**src/rtl/song_tutor_ctrl_pkg.sv**
```systemverilog
// Shared piano constants: note codes, LED patterns and the tutor controller state encoding.
package song_tutor_ctrl_pkg;

  localparam logic [3:0] NOTE_NONE = 4'd0;
  localparam logic [3:0] NOTE_C    = 4'd1;
  localparam logic [3:0] NOTE_D    = 4'd3;
  localparam logic [3:0] NOTE_E    = 4'd5;
  localparam logic [3:0] NOTE_F    = 4'd6;
  localparam logic [3:0] NOTE_G    = 4'd8;
  localparam logic [3:0] NOTE_A    = 4'd10;
  localparam logic [3:0] NOTE_B    = 4'd12;

  localparam logic [7:0] LED_OFF    = 8'h00;
  localparam logic [7:0] LED_ALL_ON = 8'hFF;

  typedef enum logic [1:0] {
    IDLE = 2'd0,
    RUN  = 2'd1,
    DONE = 2'd2
  } state_t;

endpackage

```
**src/rtl/hint_timer.sv**
```systemverilog
// Idle timer that saturates at TIMEOUT_CYCLES, then blinks a blank request
// with a half-period of BLINK_HALF cycles, starting blanked.
module hint_timer #(
  parameter int unsigned TIMEOUT_CYCLES = 100000000,
  parameter int unsigned BLINK_HALF     = 25000000
) (
  input  logic CLK,
  input  logic RESET,
  input  logic clear,
  input  logic enable,
  output logic blank
);

  localparam int unsigned TW = $clog2(TIMEOUT_CYCLES + 1);
  localparam int unsigned BW = (BLINK_HALF > 1) ? $clog2(BLINK_HALF) : 1;
  localparam logic [TW-1:0] TMAX  = TW'(TIMEOUT_CYCLES);
  localparam logic [BW-1:0] BLAST = BW'(BLINK_HALF - 1);

  logic [TW-1:0] timer_q;
  logic [BW-1:0] bcnt_q;
  logic          phase_q;
  logic          sat;

  assign sat   = (timer_q == TMAX);
  assign blank = sat && !phase_q;

  always_ff @(posedge CLK or posedge RESET) begin
    if (RESET) begin
      timer_q <= '0;
      bcnt_q  <= '0;
      phase_q <= 1'b0;
    end else begin
      if (clear) begin
        timer_q <= '0;
      end else if (enable && !sat) begin
        timer_q <= timer_q + 1'b1;
      end
      // Blink state only runs while saturated so every hint starts blanked.
      if (clear || !sat) begin
        bcnt_q  <= '0;
        phase_q <= 1'b0;
      end else if (enable) begin
        if (bcnt_q == BLAST) begin
          bcnt_q  <= '0;
          phase_q <= ~phase_q;
        end else begin
          bcnt_q <= bcnt_q + 1'b1;
        end
      end
    end
  end

endmodule

```
**src/rtl/song_tutor_ctrl.sv**
```systemverilog
// Piano song-tutor session controller: selects one of four tutors, counts presses,
// and blinks the hint LEDs after a period of player inactivity.
module song_tutor_ctrl
  import song_tutor_ctrl_pkg::*;
#(
  parameter int unsigned TIMEOUT_CYCLES = 100000000,
  parameter int unsigned BLINK_HALF     = 25000000
) (
  input  logic       CLK,
  input  logic       RESET,
  input  logic [3:0] note,
  input  logic [1:0] song_sel,
  input  logic       start,
  input  logic       abort,
  input  logic [7:0] tutor_led0,
  input  logic [7:0] tutor_led1,
  input  logic [7:0] tutor_led2,
  input  logic [7:0] tutor_led3,
  input  logic [3:0] tutor_done,
  output logic [3:0] tutor_rst,
  output logic [3:0] note_q,
  output logic [7:0] Led,
  output logic [7:0] presses,
  output logic       busy,
  output logic       done
);

  state_t     state_q, state_d;
  logic [1:0] sel_q;
  logic       take_start;
  logic       done_d;
  logic       press_edge;
  logic       blank;
  logic [7:0] led_sel;

  assign press_edge = (note_q == NOTE_NONE) && (note != NOTE_NONE);

  hint_timer #(
    .TIMEOUT_CYCLES(TIMEOUT_CYCLES),
    .BLINK_HALF    (BLINK_HALF)
  ) u_hint_timer (
    .CLK   (CLK),
    .RESET (RESET),
    .clear ((note != note_q) || (state_q != RUN)),
    .enable(state_q == RUN),
    .blank (blank)
  );

  always_comb begin
    unique case (sel_q)
      2'd0: led_sel = tutor_led0;
      2'd1: led_sel = tutor_led1;
      2'd2: led_sel = tutor_led2;
      2'd3: led_sel = tutor_led3;
    endcase
  end

  // Priority abort > start > tutor_done; start is ignored while running.
  always_comb begin
    state_d    = state_q;
    take_start = 1'b0;
    done_d     = 1'b0;
    unique case (state_q)
      IDLE: begin
        if (!abort && start) begin
          state_d    = RUN;
          take_start = 1'b1;
        end
      end
      RUN: begin
        if (abort) begin
          state_d = IDLE;
        end else if (tutor_done[sel_q]) begin
          state_d = DONE;
          done_d  = 1'b1;
        end
      end
      DONE: begin
        if (abort) begin
          state_d = IDLE;
        end else if (start) begin
          state_d    = RUN;
          take_start = 1'b1;
        end
      end
      default: state_d = IDLE;
    endcase
  end

  always_comb begin
    tutor_rst = 4'b1111;
    Led       = LED_OFF;
    busy      = 1'b0;
    unique case (state_q)
      RUN: begin
        tutor_rst[sel_q] = 1'b0;
        Led              = blank ? LED_OFF : led_sel;
        busy             = 1'b1;
      end
      DONE:    Led = LED_ALL_ON;
      default: Led = LED_OFF;
    endcase
  end

  always_ff @(posedge CLK or posedge RESET) begin
    if (RESET) begin
      state_q <= IDLE;
      sel_q   <= 2'd0;
      note_q  <= NOTE_NONE;
      presses <= 8'h00;
      done    <= 1'b0;
    end else begin
      state_q <= state_d;
      note_q  <= note;
      done    <= done_d;
      if (take_start) begin
        sel_q   <= song_sel;
        presses <= 8'h00;
      end else if ((state_q == RUN) && press_edge && (presses != 8'hFF)) begin
        presses <= presses + 8'd1;
      end
    end
  end

endmodule

```
**config.mk**
```make
export PLATFORM = sky130hd
export DESIGN_NAME = song_tutor_ctrl
export DESIGN_NICKNAME = d
export VERILOG_FILES = /design/src/rtl/song_tutor_ctrl_pkg.sv /design/src/rtl/hint_timer.sv /design/src/rtl/song_tutor_ctrl.sv
export SDC_FILE = /design/constraint.sdc
export NUM_CORES = 1
export LEC_CHECK = 0
export CAP_MARGIN = 15
export CORE_AREA = 2 2 112 114
export CTS_CLUSTER_DIAMETER = 40
export DETAILED_ROUTE_END_ITERATION = 7
export DIE_AREA = 0 0 114 116
export PLACE_DENSITY = 0.59
export SYNTH_ARGS = -nofsm -noshare
export SYNTH_HDL_FRONTEND = slang
export SYNTH_SLANG_ARGS = --single-unit
```
**constraint.sdc**
```tcl
create_clock -name CLK -period 5.6 [get_ports CLK]
set_input_delay 1.12 -clock CLK [delete_from_list [all_inputs] [get_ports CLK]]
set_output_delay 1.12 -clock CLK [all_outputs]
set_load 0.005 [all_outputs]
```
==> Flow_metrics.wiki <==
{| class="wikitable"
! Metric !! Value
|-
| Initial antenna violation count || 0
|-
| Cell Int Power || 1064 µW
|-
| FILL cells || 1187
|-
| Max incr delay on CP || 0.75 ns
|-
| Post-DR wirelength/cell || 16.02 µm
|-
| Tot GR Track Use || 0.1615
|-
| CTS resizes || 0
|-
| Cell area after placement || 0.004952 mm²
|-
| Antenna diode instance count || 0
|-
| Hold-fix buffers, CTS || 0
|-
| Largest buffer count on any clock path || 2
|-
| DP HPWL || 7.182 mm
|-
| Final instance area || 0.005221 mm²
|-
| Peak supply drop || 168.0 µV
|-
| Largest fanout on the critical path || 8
|-
| Max-slew headroom || 0.4487
|-
| Clock slew at the register clock pins of the worst setup and hold paths || 0.05 ns
|-
| Count of boundary I/O pins || 72
|-
| Die Wd || 114 µm
|-
| Total of buffers placed on input and output ports || 71
|-
| Global placement routability congestion || 0.8302
|-
| Number of vias per cell || 5.772
|-
| Mean area per synthesized cell || 9.524 µm²
|-
| H-tree depth || 3
|-
| Most frequent standard cell in the layout excluding fill and tap cells || clkdlybuf4s50_1
|-
| Switching share of power || 0.2728
|-
| Standard-cell rows || 40
|-
| CP delay by family, top || simple AND/OR/NAND/NOR gates
|-
| Number of buffers added by the clock tree synthesis step || 9
|-
| Number of clock sinks seen by CTS || 70
|-
| Fin Setup TNS || 0 ns
|-
| Layout Area Growth over Synthesis || 26.03%
|-
| Number of cells in the design after placement || 630
|-
| Measured slew at the worst slew-check pin || 0.8207 ns
|-
| Flip-flop cell with the highest count after synthesis || dfrtp_1
|-
| CP required || 4.48 ns
|-
| Initial standard-cell utilization of the core || 0.3478
|-
| Wire length after detailed routing || 10.33 mm
|-
| Drt drc || 0
|-
| First-pass GRT wire length || 17.42 mm
|-
| Synthesis warning total || 0
|-
| TritonCTS clock tree || yes
|-
| Count of max-cap constraint violations || 0
|-
| Net count after synthesis || 489
|-
| Clk network pwr share || 0.357
|-
| Die Outline Area || 0.01322 mm²
|-
| Largest net degree at the start of global routing || 52
|-
| Latest clock arrival within the worst-skew pair || 0.33 ns
|-
| Outcome || finished clean
|-
| Final number of max-transition violations || 0
|-
| Proportion of power drawn by flip-flops and latches || 0.394
|-
| Type of destination of the critical path || output port
|-
| Number of storage elements in the synthesis netlist || 70
|-
| Number of vias after detailed routing || 3723
|-
| Sum of routed wire segments on met1 || 4.884 mm
|-
| Worst hold path class || reg -> reg
|-
| Type of origin of the critical path || register
|-
| Clock Skew || 0.004653 ns
|-
| Kind of critical path || reg -> out
|-
| EDFF count, synth || 0
|-
| Cell area after synthesis || 0.004143 mm²
|-
| Overflow left after global routing || 0
|-
| Post-CTS repair timing setup buffer count || 0
|-
| Comb pwr share || 0.249
|-
| Leakage dissipation || 0.001867 µW
|-
| Slowest CP cell || nor3_1
|-
| Number of buffer and inverter stages on the critical path || 1
|-
| Highest-count cells in the layout ignoring fill and taps || clkdlybuf4s50_1 (71), dfrtp_1 (70), nand2_1 (32)
|-
| Drt pass-1 iters || 4
|-
| Number of global-route vias before repair || 3658
|-
| Final hold violations || 0
|-
| Synthesized instance count || 435
|-
| ANT nets after route || 0
|-
| Root buf cell || clkbuf_16
|-
| Final cell count without fillers || 645
|-
| Fmax || 246.6 MHz
|-
| Met2 layer wire length in the routed design || 4.746 mm
|-
| Count of final setup violators || 0
|-
| Top layer reached by signal wires || met4
|-
| Chain of cells forming the critical path || nor4b_1 > nand4_1 > nor3_1 > o21ai_0 > clkdlybuf4s50_1
|-
| Sw power || 399.3 µW
|-
| Total number of nets in the final design || 548
|-
| Unrepaired setup endpoints after global routing || false
|-
| Time the final worst path needs with I/O delays and setup || 4.055 ns
|-
| Number of DRC markers in iteration 0 || 287
|-
| Share of synthesized area occupied by flip-flops and latches || 0.4228
|-
| Area inside the core boundary || 0.01191 mm²
|-
| Die extent in y || 116 µm
|-
| Share of layout cells above drive strength 1 || 0.06627
|-
| Sum of met3 wire segment lengths after detailed routing || 595 µm
|-
| Async set-reset flop share out of synthesis || 1.000
|-
| Critical path data arrival time || 2.94 ns
|-
| Synth cell types || 45
|-
| Power per cell area || 280.3 mW/mm²
|-
| Period Utilization, post-route || 0.7242
|}
## area by class of cell
cell class                 instances  area, µm²  area share
timing repair buffer              74      733.2      0.1404
clock inverter                     1      5.005   0.0009585
inverter                          16      60.06     0.01150
tap                              147      183.9     0.03523
multi-input combinational        323       2223      0.4258
sequential                        70       1752      0.3355
clock buffer                      14      264.0     0.05056
## metal layers
| layer | vias up | GRT usage |
|---|---|---|
| li1 | 1771 | - |
| met2 | 104 | 0.2663 |
| met4 | 0 | 0.04797 |
| met1 | 1839 | 0.2138 |
| met5 | - | 0 |
| met3 | 9 | 0.03609 |
## cell usage after synthesis (all sizes together), types with 3 or more instances
library cell / instances / share of area
a2111oi: 12 / 0.025
a21oi: 18 / 0.022
and2: 4 / 0.0060
and3: 9 / 0.014
and4: 6 / 0.013
buf: 5 / 0.0085
clkbuf: 21 / 0.019
dfrtp: 70 / 0.42
ha: 8 / 0.024
inv: 16 / 0.014
mux2i: 4 / 0.0097
mux4: 9 / 0.049
nand2: 32 / 0.029
nand2b: 5 / 0.0076
nand3: 27 / 0.033
nand3b: 3 / 0.0054
nand4: 24 / 0.038
nor2: 18 / 0.016
nor2b: 3 / 0.0045
nor3: 8 / 0.0097
nor4: 21 / 0.032
o21ai: 25 / 0.030
o31ai: 12 / 0.022
o41ai: 3 / 0.0063
or3: 14 / 0.022
or4: 17 / 0.032
xnor2: 14 / 0.030
xor2: 12 / 0.025
## registers in the layout, summed over array words and instances (netlist names)
| signal | cells |
|---|---|
| done | 1 |
| note_q | 4 |
| presses | 8 |
| sel_q | 2 |
| state_q | 2 |
| u_hint_timer.bcnt_q | 25 |
| u_hint_timer.phase_q | 1 |
| u_hint_timer.timer_q | 27 |
## power by group through the flow
stage | Sequential (µW) | Clock [µW] | Combinational (µW)
2_1_floorplan | 551 | 0 | 225
3_3_place_gp | 585 | 0 | 362
3_5_place_dp | 587 | 0 | 367
4_1_cts | 578 | 531 | 369
5_1_grt | 584 | 551 | 402
6_report | 576 | 523 | 365
## path summary, 6_finish.rpt
path	startpoint	end	slack (ns)	cells after the start
worst max-delay path	u_hint_timer.timer_q[7]	Led[0]	1.54	5
worst min-delay path	u_hint_timer.timer_q[24]	u_hint_timer.timer_q[24]	0.55	2
worst max register to register	u_hint_timer.bcnt_q[2]	u_hint_timer.bcnt_q[16]	3.26	5
worst min register to register	u_hint_timer.timer_q[24]	u_hint_timer.timer_q[24]	0.55	2
max in group asynchronous	RESET	u_hint_timer.bcnt_q[8]	3.45	3
min in group asynchronous	RESET	presses[0]	1.15	2
## tightest hold or removal path: stages, from the launching register on
cell     delay [ns]
dfrtp_1        0.39
o31ai_1        0.07
a21oi_1        0.06
## stage by stage
step	setup WS, ns	util	hold WS (ns)	total power, µW
floorplan	2.712	-	0.4999	776.4
global placement	1.818	0.4158	0.5335	947.4
detailed placement	1.821	0.4158	0.5369	954.1
CTS	1.469	0.4383	0.5496	1478
global route	1.164	0.4383	0.5769	1538
finish	1.545	0.4383	0.5527	1464
## logic make-up after synthesis
family	Yosys count	share of synthesized area
buf+inv	42	0.04198
simple gates	198	0.2758
mux	13	0.05859
compound gates	78	0.1217
flops	70	0.4228
fa+ha+maj	8	0.02416
xor+xnor	26	0.05497
(Power assumes the default switching activity.)
